===== src/rtl/posit8_encode_pipe.sv =====
// Purpose: encode sign/regime/fraction fields into an 8-bit posit (es=0) with round-to-nearest-even.
// Latency: 2 cycles (S1 body/guard/sticky, S2 rounded signed result), 1 transfer per cycle.
// Backpressure: valid/ready; in_ready = !s1_valid | !s2_valid | out_ready; bubbles collapse into an empty S2.
module posit8_encode_pipe #(
    parameter int N  = 8,
    parameter int ES = 0
) (
    input  logic         clk,
    input  logic         rst_n,
    input  logic         in_valid,
    output logic         in_ready,
    input  logic         in_sign,
    input  logic [4:0]   in_k,
    input  logic [N-1:0] in_frac,
    input  logic         in_zero,
    input  logic         in_nar,
    output logic         out_valid,
    input  logic         out_ready,
    output logic [N-1:0] out_posit
);

    // Only the 8-bit, es=0 format is implemented.
    if (N != 8 || ES != 0) begin : g_bad_param
        $error("posit8_encode_pipe supports only N=8, ES=0");
    end

    // Pipeline valid bits and stage-advance enables.
    logic s1_valid_q, s2_valid_q;
    logic s2_adv, s1_adv;

    assign s2_adv    = !s2_valid_q || out_ready;
    assign s1_adv    = !s1_valid_q || s2_adv;
    assign in_ready  = s1_adv;
    assign out_valid = s2_valid_q;

    // ---------------- Stage 1: regime + fraction bit string ----------------
    logic signed [4:0] k_s;
    logic              sat_hi, sat_lo;
    logic [4:0]        rlen;
    logic [4:0]        shamt;
    logic [23:0]       regime_w;
    logic [23:0]       word_w;
    logic [6:0]        s1_body_d;
    logic              s1_guard_d, s1_sticky_d;

    assign k_s    = $signed(in_k);
    assign sat_hi = (k_s >= 5'sd6);
    assign sat_lo = (k_s <= -5'sd7);

    // Lay the regime MSB-first into a 24-bit window, then append the fraction right after it.
    always_comb begin
        shamt    = 5'd0;
        rlen     = 5'd0;
        regime_w = 24'h0;
        if (!k_s[4]) begin
            // k >= 0: (k+1) ones, the terminating zero is implicit below them.
            shamt    = in_k + 5'd1;
            rlen     = in_k + 5'd2;
            regime_w = ~(24'hFF_FFFF >> shamt);
        end else begin
            // k < 0: (-k) zeros then a single one.
            shamt    = 5'd0 - in_k;
            rlen     = shamt + 5'd1;
            regime_w = 24'h80_0000 >> shamt;
        end
        word_w = regime_w | ({in_frac, 16'h0000} >> rlen);

        s1_body_d   = word_w[23:17];
        s1_guard_d  = word_w[16];
        s1_sticky_d = |word_w[15:0];
        // Out-of-range regimes pin to maxpos / minpos with nothing left to round.
        if (sat_hi) begin
            s1_body_d   = 7'h7F;
            s1_guard_d  = 1'b0;
            s1_sticky_d = 1'b0;
        end else if (sat_lo) begin
            s1_body_d   = 7'h01;
            s1_guard_d  = 1'b0;
            s1_sticky_d = 1'b0;
        end
    end

    logic       s1_sign_q, s1_zero_q, s1_nar_q;
    logic [6:0] s1_body_q;
    logic       s1_guard_q, s1_sticky_q;

    // S1 payload capture on an accepted input; no reset needed since s1_valid_q qualifies it.
    always_ff @(posedge clk) begin
        if (rst_n && s1_adv && in_valid) begin
            s1_sign_q   <= in_sign;
            s1_zero_q   <= in_zero;
            s1_nar_q    <= in_nar;
            s1_body_q   <= s1_body_d;
            s1_guard_q  <= s1_guard_d;
            s1_sticky_q <= s1_sticky_d;
        end
    end

    // ---------------- Stage 2: round, clamp, apply sign ----------------
    logic       round_inc;
    logic [6:0] body_rnd;
    logic [7:0] mag;
    logic [7:0] out_posit_d;

    // RNE increment; a body already at maxpos stays there so rounding never yields NaR.
    always_comb begin
        round_inc   = s1_guard_q && (s1_body_q[0] || s1_sticky_q);
        body_rnd    = (s1_body_q == 7'h7F) ? 7'h7F : s1_body_q + {6'd0, round_inc};
        mag         = {1'b0, body_rnd};
        out_posit_d = s1_sign_q ? (~mag + 8'd1) : mag;
        if (s1_zero_q) begin
            out_posit_d = 8'h00;
        end else if (s1_nar_q) begin
            out_posit_d = 8'h80;
        end
    end

    logic [7:0] out_posit_q;
    assign out_posit = out_posit_q;

    // Valid bits and result register; reset flushes everything in flight.
    always_ff @(posedge clk) begin
        if (!rst_n) begin
            s1_valid_q  <= 1'b0;
            s2_valid_q  <= 1'b0;
            out_posit_q <= 8'h00;
        end else begin
            if (s1_adv) begin
                s1_valid_q <= in_valid;
            end
            if (s2_adv) begin
                s2_valid_q <= s1_valid_q;
                if (s1_valid_q) begin
                    out_posit_q <= out_posit_d;
                end
            end
        end
    end

endmodule


===== config.mk =====
export PLATFORM = sky130hd
export DESIGN_NAME = posit8_encode_pipe
export DESIGN_NICKNAME = d
export VERILOG_FILES = /design/src/rtl/posit8_encode_pipe.sv
export SDC_FILE = /design/constraint.sdc
export NUM_CORES = 1
export LEC_CHECK = 0
export CORE_MARGIN = 1
export CORE_UTILIZATION = 45
export CTS_CLUSTER_SIZE = 40
export DETAILED_ROUTE_END_ITERATION = 7
export PLACE_DENSITY = 0.68
export SYNTH_ARGS = -nofsm -noshare
export SYNTH_HDL_FRONTEND = slang
export SYNTH_SLANG_ARGS = --single-unit

===== constraint.sdc =====
create_clock -name clk -period 8.8 [get_ports clk]
set_clock_uncertainty 0.2 [all_clocks]
set_input_delay 1.76 -clock clk [delete_from_list [all_inputs] [get_ports clk]]
set_output_delay 1.76 -clock clk [all_outputs]
set_load 0.03 [all_outputs]

==> results.md, run 1 <==
* Status: finished, violations left
* Failing checks: DRC
* CP Max Fanout at 4
* Number of port buffers at 29
* Synth top area cells: edfxtp_1 16%, dfxtp_1 9.1%, ha_1 8.0%, a21oi_1 5.9%, nand2_1 4.4%
* Post-CTS Setup Repair Bufs at 0
* Die footprint at 5160 um^2
* Routability Congestion at slightly above 0.9
* Largest family of logic cells by synthesized area: compound AO/OA/AOI/OAI gates
* P&R area growth vs syn at 16.9%
* Pre-CTS WS at 3.69 ns
* 1st-iter DRT viols at 113
* Post-DP HPWL at 3.93 mm
* CP Cell Sequence: clkdlybuf4s50_1, nor2b_1, nand2_1, clkdlybuf4s50_1
* Worst setup endpoint: in_ready
* Reg-to-reg slack, setup at 6.03 ns
* Worst-Margin Slew at 1.02 ns
* CP Depth at 4
* Seq/Total Area, Yosys at between 20% and 30%
* Global Route Usage Sum at 21.4%
* Initial Utilization at 46.5%
* #FFs+latches synth at 22
* Wirelength per Cell at 14.5 um
* Hold Violations, Final at 0
* CTS tree: yes
* Tcrit/Tclk final at 57.3%
* Root Buffer Master: clkbuf_8
* # IOs at 30
* Post_cts resized at 0
* # diodes at 0
* Post-CTS Hold Buffers at 0
* Setup CP Type: input pin to primary output
* Pleak at 0.943 nW
* Vias in the first global route at 1,983
* Via count at between 2,000 and 2,500
* Post-route ant nets at 0
* Worst endpoint required time at between 6 and 7 ns
* Routed Wire Length at 5.19 mm
* CP max stage delay at 0.60 ns
* Tmin final at 5.04 ns
* Worst path bufs/invs at 2
* Post-Syn Area at 2200 um^2
* Compound-Gate Fraction of Synth Area at roughly 26%
* Crit path launch type: input pin
* Syn Nets at ~310
* Power density cells at 116 nW/um^2
* Post-synth top area share at 16.4%
* Crit path max-delay family: buffers and inverters
* Post-synth EDFFs at 12
* Num CTS Buffers at 3
* Syn Area/Cell at 8.10 um^2
* Final total power at 298 uW
* Synth Area in XOR/XNOR at 5.98%
* Final WS setup at 3.76 ns
* Cell taking the most area after synthesis: edfxtp_1
* Final Setup Violations at 0
* Register Area at 561 um^2
* Clock transition at path regs at approximately 0.080 ns
* Top cell by count, worst path: clkdlybuf4s50_1
* Clock buffer depth at 2
* Worst skew pair latency at 0.26 ns
* DRT Pass-1 Iters at 6
* CTS Sinks at 22
* Global-route wire length before repair at 8.98 mm
* Via/cell ratio at 5.78
* R2r startpoint: s1_body_q[0]$_SDFFCE_PP1P_
* Top_reg_cell synth: edfxtp_1
* Initial antenna violation count at 0
* R2R depth at 12
* Final Slew Violations at 0
* Fmax at 0.198 GHz
* Synth Area in Simple Gates at 25.5%
* VDD IR-drop max at 55.5 uV
* Total Neg Setup Slack at 0 ns
* Final nets at roughly 330
* Footprint of the multi-input gates at 1540 um^2
* Total grt overflow at 0
* Slowest stage cell on the critical path: clkdlybuf4s50_1
* CP arrival at 3.08 ns
* Syn Inst Count at 271
* R2R Path End: out_posit[6]$_SDFFE_PN0P_
* Mux cell area share after synthesis at 4.50%
* Largest net degree at the start of global routing at 27
* Synth Area in Adders at 7.98%
* Max_slew headroom at 31.2%
* Worst setup path start: out_ready
* Post-route DRC violation count at 1
* H-tree depth at 1
* Chip width at 71.9 um
* Share of cells above drive strength 1 at 6.21%
* Yosys cell types at 57
* Synth Warn # at 0
* Synth async-reset ratio at 0%
* Core ar. at 4720 um^2
* Hold WC Path Type: flip-flop to flip-flop
* Fillers at 464
* RSZ-0062 raised after global routing: no
* Die height at 71.9 um
* FP Rows at 25
* Worst setup EP type: primary output
* Max cap viols at 0
* Finished Core Util at a little over half
state kept, by name, summed over array words and instances, names as in the netlist:
register,flops
s1_nar_q,1
s1_sign_q,1
s1_body_q,7
out_valid,1
s1_valid_q,1
s1_guard_q,1
s1_zero_q,1
s1_sticky_q,1
out_posit,8
stage by stage:
step | hold WS (ns) | instances | cell area (um^2)
after global placement | 0.261 | 353 | 2510
after global routing | 0.329 | 357 | 2570
after floorplan | 0.286 | 271 | 2200
final | 0.282 | 357 | 2570
after detailed placement | 0.273 | 353 | 2510
after CTS | 0.285 | 357 | 2570
layer usage:
metal	track usage, %	share of wire [%]	up-vias
met5	0	0	-
met4	4.79	0.73	0
met3	2.67	4.2	4
met2	35.3	48	64
met1	29.9	47	952
li1	-	-	1044
layout by cell type (no fill, tap or decap), types with 6 or more instances in the layout:
cell type,instances
nand2b_1,6
ha_1,14
and3_1,6
nor3_1,7
a21oi_1,26
nand2_1,26
clkdlybuf4s50_1,29
xnor2_1,10
o21ai_0,12
inv_1,9
edfxtp_1,12
o21a_1,8
dfxtp_1,10
nor2b_1,11
nand3_1,10
nor2_1,18
worst min-delay path: stages (launching register included):
cell and delay, ns:
dfxtp_1 0.33, nand2_1 0.05, a21boi_0 0.06
area by class of cell:
cell class / count / area share, %
repair buffers: 30 / 11.6
flip-flops and latches: 22 / 21.8
well taps: 67 / 3.27
multi-input cells: 225 / 59.8
clock buffers: 4 / 2.15
inverters: 9 / 1.32
where the power goes:
part / internal [mW] / total (mW) / switching, mW
clock network: 0.0399 / 0.0733 / 0.0334
registers: 0.114 / 0.118 / 0.00369
logic: 0.0470 / 0.107 / 0.0596
cells by family (layout without fill, tap and decap cells):
| logic type | Yosys count | in the layout |
|---|---|---|
| flip-flops | 22 | 22 |
| multiplexers | 6 | 6 |
| AO/OA/AOI/OAI | 85 | 85 |
| adder cells (fa/ha/maj) | 14 | 14 |
| XOR/XNOR | 15 | 15 |
| buffers and inverters | 24 | 43 |
| AND/OR/NAND/NOR | 105 | 105 |
Yosys cell counts (2+ instances only):
master     count
a2111oi_0      2
a211oi_1       5
a21boi_0       4
a21oi_1       26
a22oi_1        5
a31oi_1        5
a32oi_1        2
and2_1         3
and3_1         6
and4_1         3
buf_2          5
clkbuf_1       9
dfxtp_1       10
edfxtp_1      12
ha_1          14
inv_1          9
mux2i_1        2
mux4_2         3
nand2_1       26
nand2b_1       6
nand3_1       10
nand3b_1       2
nand4_1        2
nor2_1        18
nor2b_1       11
nor3_1         7
o21a_1         8
o21ai_0       12
or3_1          2
or4_1          2
xnor2_1       10
xor2_1         5
worst min path at each step:
| stage | start | end | slack, ns | cells past startpoint |
|---|---|---|---|---|
| 2_1_floorplan | s1_valid_q$_SDFFE_PN0N_ | out_valid$_SDFFE_PN0P_ | 0.29 | 1 |
| 3_3_place_gp | out_posit[0]$_SDFFE_PN0P_ | out_posit[0]$_SDFFE_PN0P_ | 0.26 | 2 |
| 3_5_place_dp | out_posit[0]$_SDFFE_PN0P_ | out_posit[0]$_SDFFE_PN0P_ | 0.27 | 2 |
| 4_1_cts | out_posit[0]$_SDFFE_PN0P_ | out_posit[0]$_SDFFE_PN0P_ | 0.29 | 2 |
| 5_1_grt | out_posit[0]$_SDFFE_PN0P_ | out_posit[0]$_SDFFE_PN0P_ | 0.33 | 2 |
| 6_report | out_posit[0]$_SDFFE_PN0P_ | out_posit[0]$_SDFFE_PN0P_ | 0.28 | 2 |
(Power assumes the default switching activity.)
==> inputs of run 2 (changes only) <==
PLACE_DENSITY = 0.7   (was 0.68)
clock period = 4.34 ns   (was 8.8 ns; I/O delays follow)
==> results.md, run 2 (same netlist as run 1, synthesis figures left out) <==
* CP max stage delay at 0.48 ns (was 0.60 ns)
* Hold Violations, Final at 0 (unchanged)
* CP Max Fanout at 13 (was 4)
* Global-route wire length before repair at 8.38 mm (was 8.98 mm)
* Clock buffer depth at 2 (unchanged)
* Post-CTS Setup Repair Bufs at 0 (unchanged)
* DRT Pass-1 Iters at 8 (was 6)
* Failing checks: DRC (unchanged)
* Tmin final at 3.64 ns
* 1st-iter DRT viols at 92 (was 113)
* Final total power at 601 uW (was 298 uW)
* Tcrit/Tclk final at 83.8%
* Max cap viols at 0 (unchanged)
* Die height at 71.9 um (unchanged)
* Worst-Margin Slew at 0.761 ns (was 1.02 ns)
* R2R Path End: out_posit[7]$_SDFFE_PN0P_ (was out_posit[6]$_SDFFE_PN0P_)
* Fillers at 452 (was 464)
* Worst setup path start: in_k[0] (was out_ready)
* Final WS setup at 0.703 ns (was 3.76 ns)
* # diodes at 0 (unchanged)
* Pleak at 0.972 nW (was 0.943 nW)
* Power density cells at 230 nW/um^2 (was 116 nW/um^2)
* Largest net degree at the start of global routing at 22 (was 27)
* Root Buffer Master: clkbuf_8 (unchanged)
* Worst setup EP type: flip-flop (was primary output)
* Worst endpoint required time at 4.16 ns (was 6.84 ns)
* Global Route Usage Sum at 20.4% (was 21.4%)
* Post-route DRC violation count at 2 (was 1)
* Worst path bufs/invs at 2 (unchanged)
* Total Neg Setup Slack at 0 ns (unchanged)
* Crit path launch type: input pin (unchanged)
* Post_cts resized at 0 (unchanged)
* RSZ-0062 raised after global routing: no (unchanged)
* Final nets at 331 (was 325)
* CP Cell Sequence: clkdlybuf4s50_1, inv_1, ha_1, or3b_4, and2_4, or4_4, o211ai_2, and4b_1, o221ai_1, o21a_1 (was clkdlybuf4s50_1, nor2b_1, nand2_1, clkdlybuf4s50_1)
* # IOs at 30 (unchanged)
* Chip width at 71.9 um (unchanged)
* Via count at 2,067 (was 2,064)
* Core ar. at 4720 um^2 (unchanged)
* Post-CTS Hold Buffers at 0 (unchanged)
* Slowest stage cell on the critical path: clkdlybuf4s50_1 (unchanged)
* Number of port buffers at 29 (unchanged)
* Routability Congestion at 0.934 (was 0.921)
* Share of cells above drive strength 1 at 8.11% (was 6.21%)
* Initial Utilization at 46.5% (unchanged)
* VDD IR-drop max at 116 uV (was 55.5 uV)
* Hold WC Path Type: flip-flop to flip-flop (unchanged)
* Max_slew headroom at 49.0% (was 31.2%)
* Total grt overflow at 0 (unchanged)
* R2R depth at 10 (was 12)
* Routed Wire Length at 4.96 mm (was 5.19 mm)
* CTS Sinks at 22 (unchanged)
* Crit path max-delay family: simple AND/OR/NAND/NOR gates (was buffers and inverters)
* P&R area growth vs syn at 18.9% (was 16.9%)
* Wirelength per Cell at 13.7 um (was 14.5 um)
* Initial antenna violation count at 0 (unchanged)
* Worst skew pair latency at 0.26 ns (about the same)
* Num CTS Buffers at 3 (unchanged)
* Setup CP Type: input pin to flip-flop (was input pin to primary output)
* CP arrival at 3.45 ns (was 3.08 ns)
* Reg-to-reg slack, setup at 1.60 ns (was 6.03 ns)
* FP Rows at 25 (unchanged)
* Fmax at between 0.2 and 0.3 GHz
* Vias in the first global route at 1,851 (was 1,983)
* Worst setup endpoint: s1_sticky_q$_SDFFCE_PP0P_ (was in_ready)
* Final Slew Violations at 0 (unchanged)
* CTS tree: yes (unchanged)
* Final Setup Violations at 0 (unchanged)
* Die footprint at 5160 um^2 (unchanged)
* Most common cell after layout, fill and taps aside: clkdlybuf4s50_1 (unchanged)
* Finished Core Util at 55.3% (was 54.3%)
* R2r startpoint: s1_body_q[0]$_SDFFCE_PP1P_ (unchanged)
* Most frequent cells in the layout: 29 x clkdlybuf4s50_1, 26 x nand2_1, 26 x a21oi_1, 18 x nor2_1, 14 x ha_1 (unchanged)
* H-tree depth at 1 (unchanged)
* Pre-CTS WS at 0.454 ns (was 3.69 ns)
* Post-DP HPWL at 3.86 mm (was 3.93 mm)
* Via/cell ratio at 5.69 (was 5.78)
* Status: finished, violations left (unchanged)
* CP Depth at 10 (was 4)
* Post-route ant nets at 0 (unchanged)
* Max reg flops at 8 (unchanged)
* Clock transition at path regs at 0.08 ns (about the same)
## run 2: worst register-to-register path: stages (launching register included)
cell and delay [ns]:
edfxtp_1 0.45, o21a_1 0.22, ha_1 0.21, ha_1 0.25, xor2_1 0.20, nor3_1 0.27, nand2_1 0.09, o21a_1 0.21
a211oi_1 0.28, o31ai_1 0.09, and2_1 0.16
## run 2: cell type report
class                   count  area [um^2]  area share (%)
multi-input cells         225         1540            58.8
flip-flops and latches     22          561            21.5
repair buffers             36          343            13.1
well taps                  67         83.8            3.21
clock buffers               4         55.1            2.11
inverters                   9         33.8            1.29
## run 2: report_power, final
| group | switching (mW) | total (mW) | internal [mW] |
|---|---|---|---|
| sequential | 0.00732 | 0.239 | 0.231 |
| combinational | 0.120 | 0.220 | 0.0992 |
| clock | 0.0622 | 0.143 | 0.0808 |
| total | 0.190 | 0.601 | 0.411 |
## run 2: how the worst min path moves through the flow
stage | start | end | slack (ns) | cells past startpoint
after floorplan | s1_valid_q$_SDFFE_PN0N_ | out_valid$_SDFFE_PN0P_ | 0.29 | 1
after global placement | out_posit[0]$_SDFFE_PN0P_ | out_posit[0]$_SDFFE_PN0P_ | 0.26 | 2
after detailed placement | out_posit[0]$_SDFFE_PN0P_ | out_posit[0]$_SDFFE_PN0P_ | 0.26 | 2
after CTS | out_posit[0]$_SDFFE_PN0P_ | out_posit[0]$_SDFFE_PN0P_ | 0.27 | 2
after global routing | out_posit[0]$_SDFFE_PN0P_ | out_posit[0]$_SDFFE_PN0P_ | 0.30 | 2
final | out_posit[0]$_SDFFE_PN0P_ | out_posit[0]$_SDFFE_PN0P_ | 0.27 | 2
## run 2: layer usage
layer,part of all wire (%),track usage (%),vias to the layer above
li1,-,-,1055
met1,49,28.5,973
met2,48,34.0,36
met3,2.5,2.95,3
met4,0.24,3.27,0
met5,0,0,-
## run 2: through the flow
stage / hold WS, ns / std cells / area [um^2]
CTS: 0.274 / 363 / 2610
floorplan: 0.286 / 271 / 2200
finish: 0.273 / 363 / 2610
global placement: 0.261 / 359 / 2560
detailed placement: 0.260 / 359 / 2560
global route: 0.296 / 363 / 2610
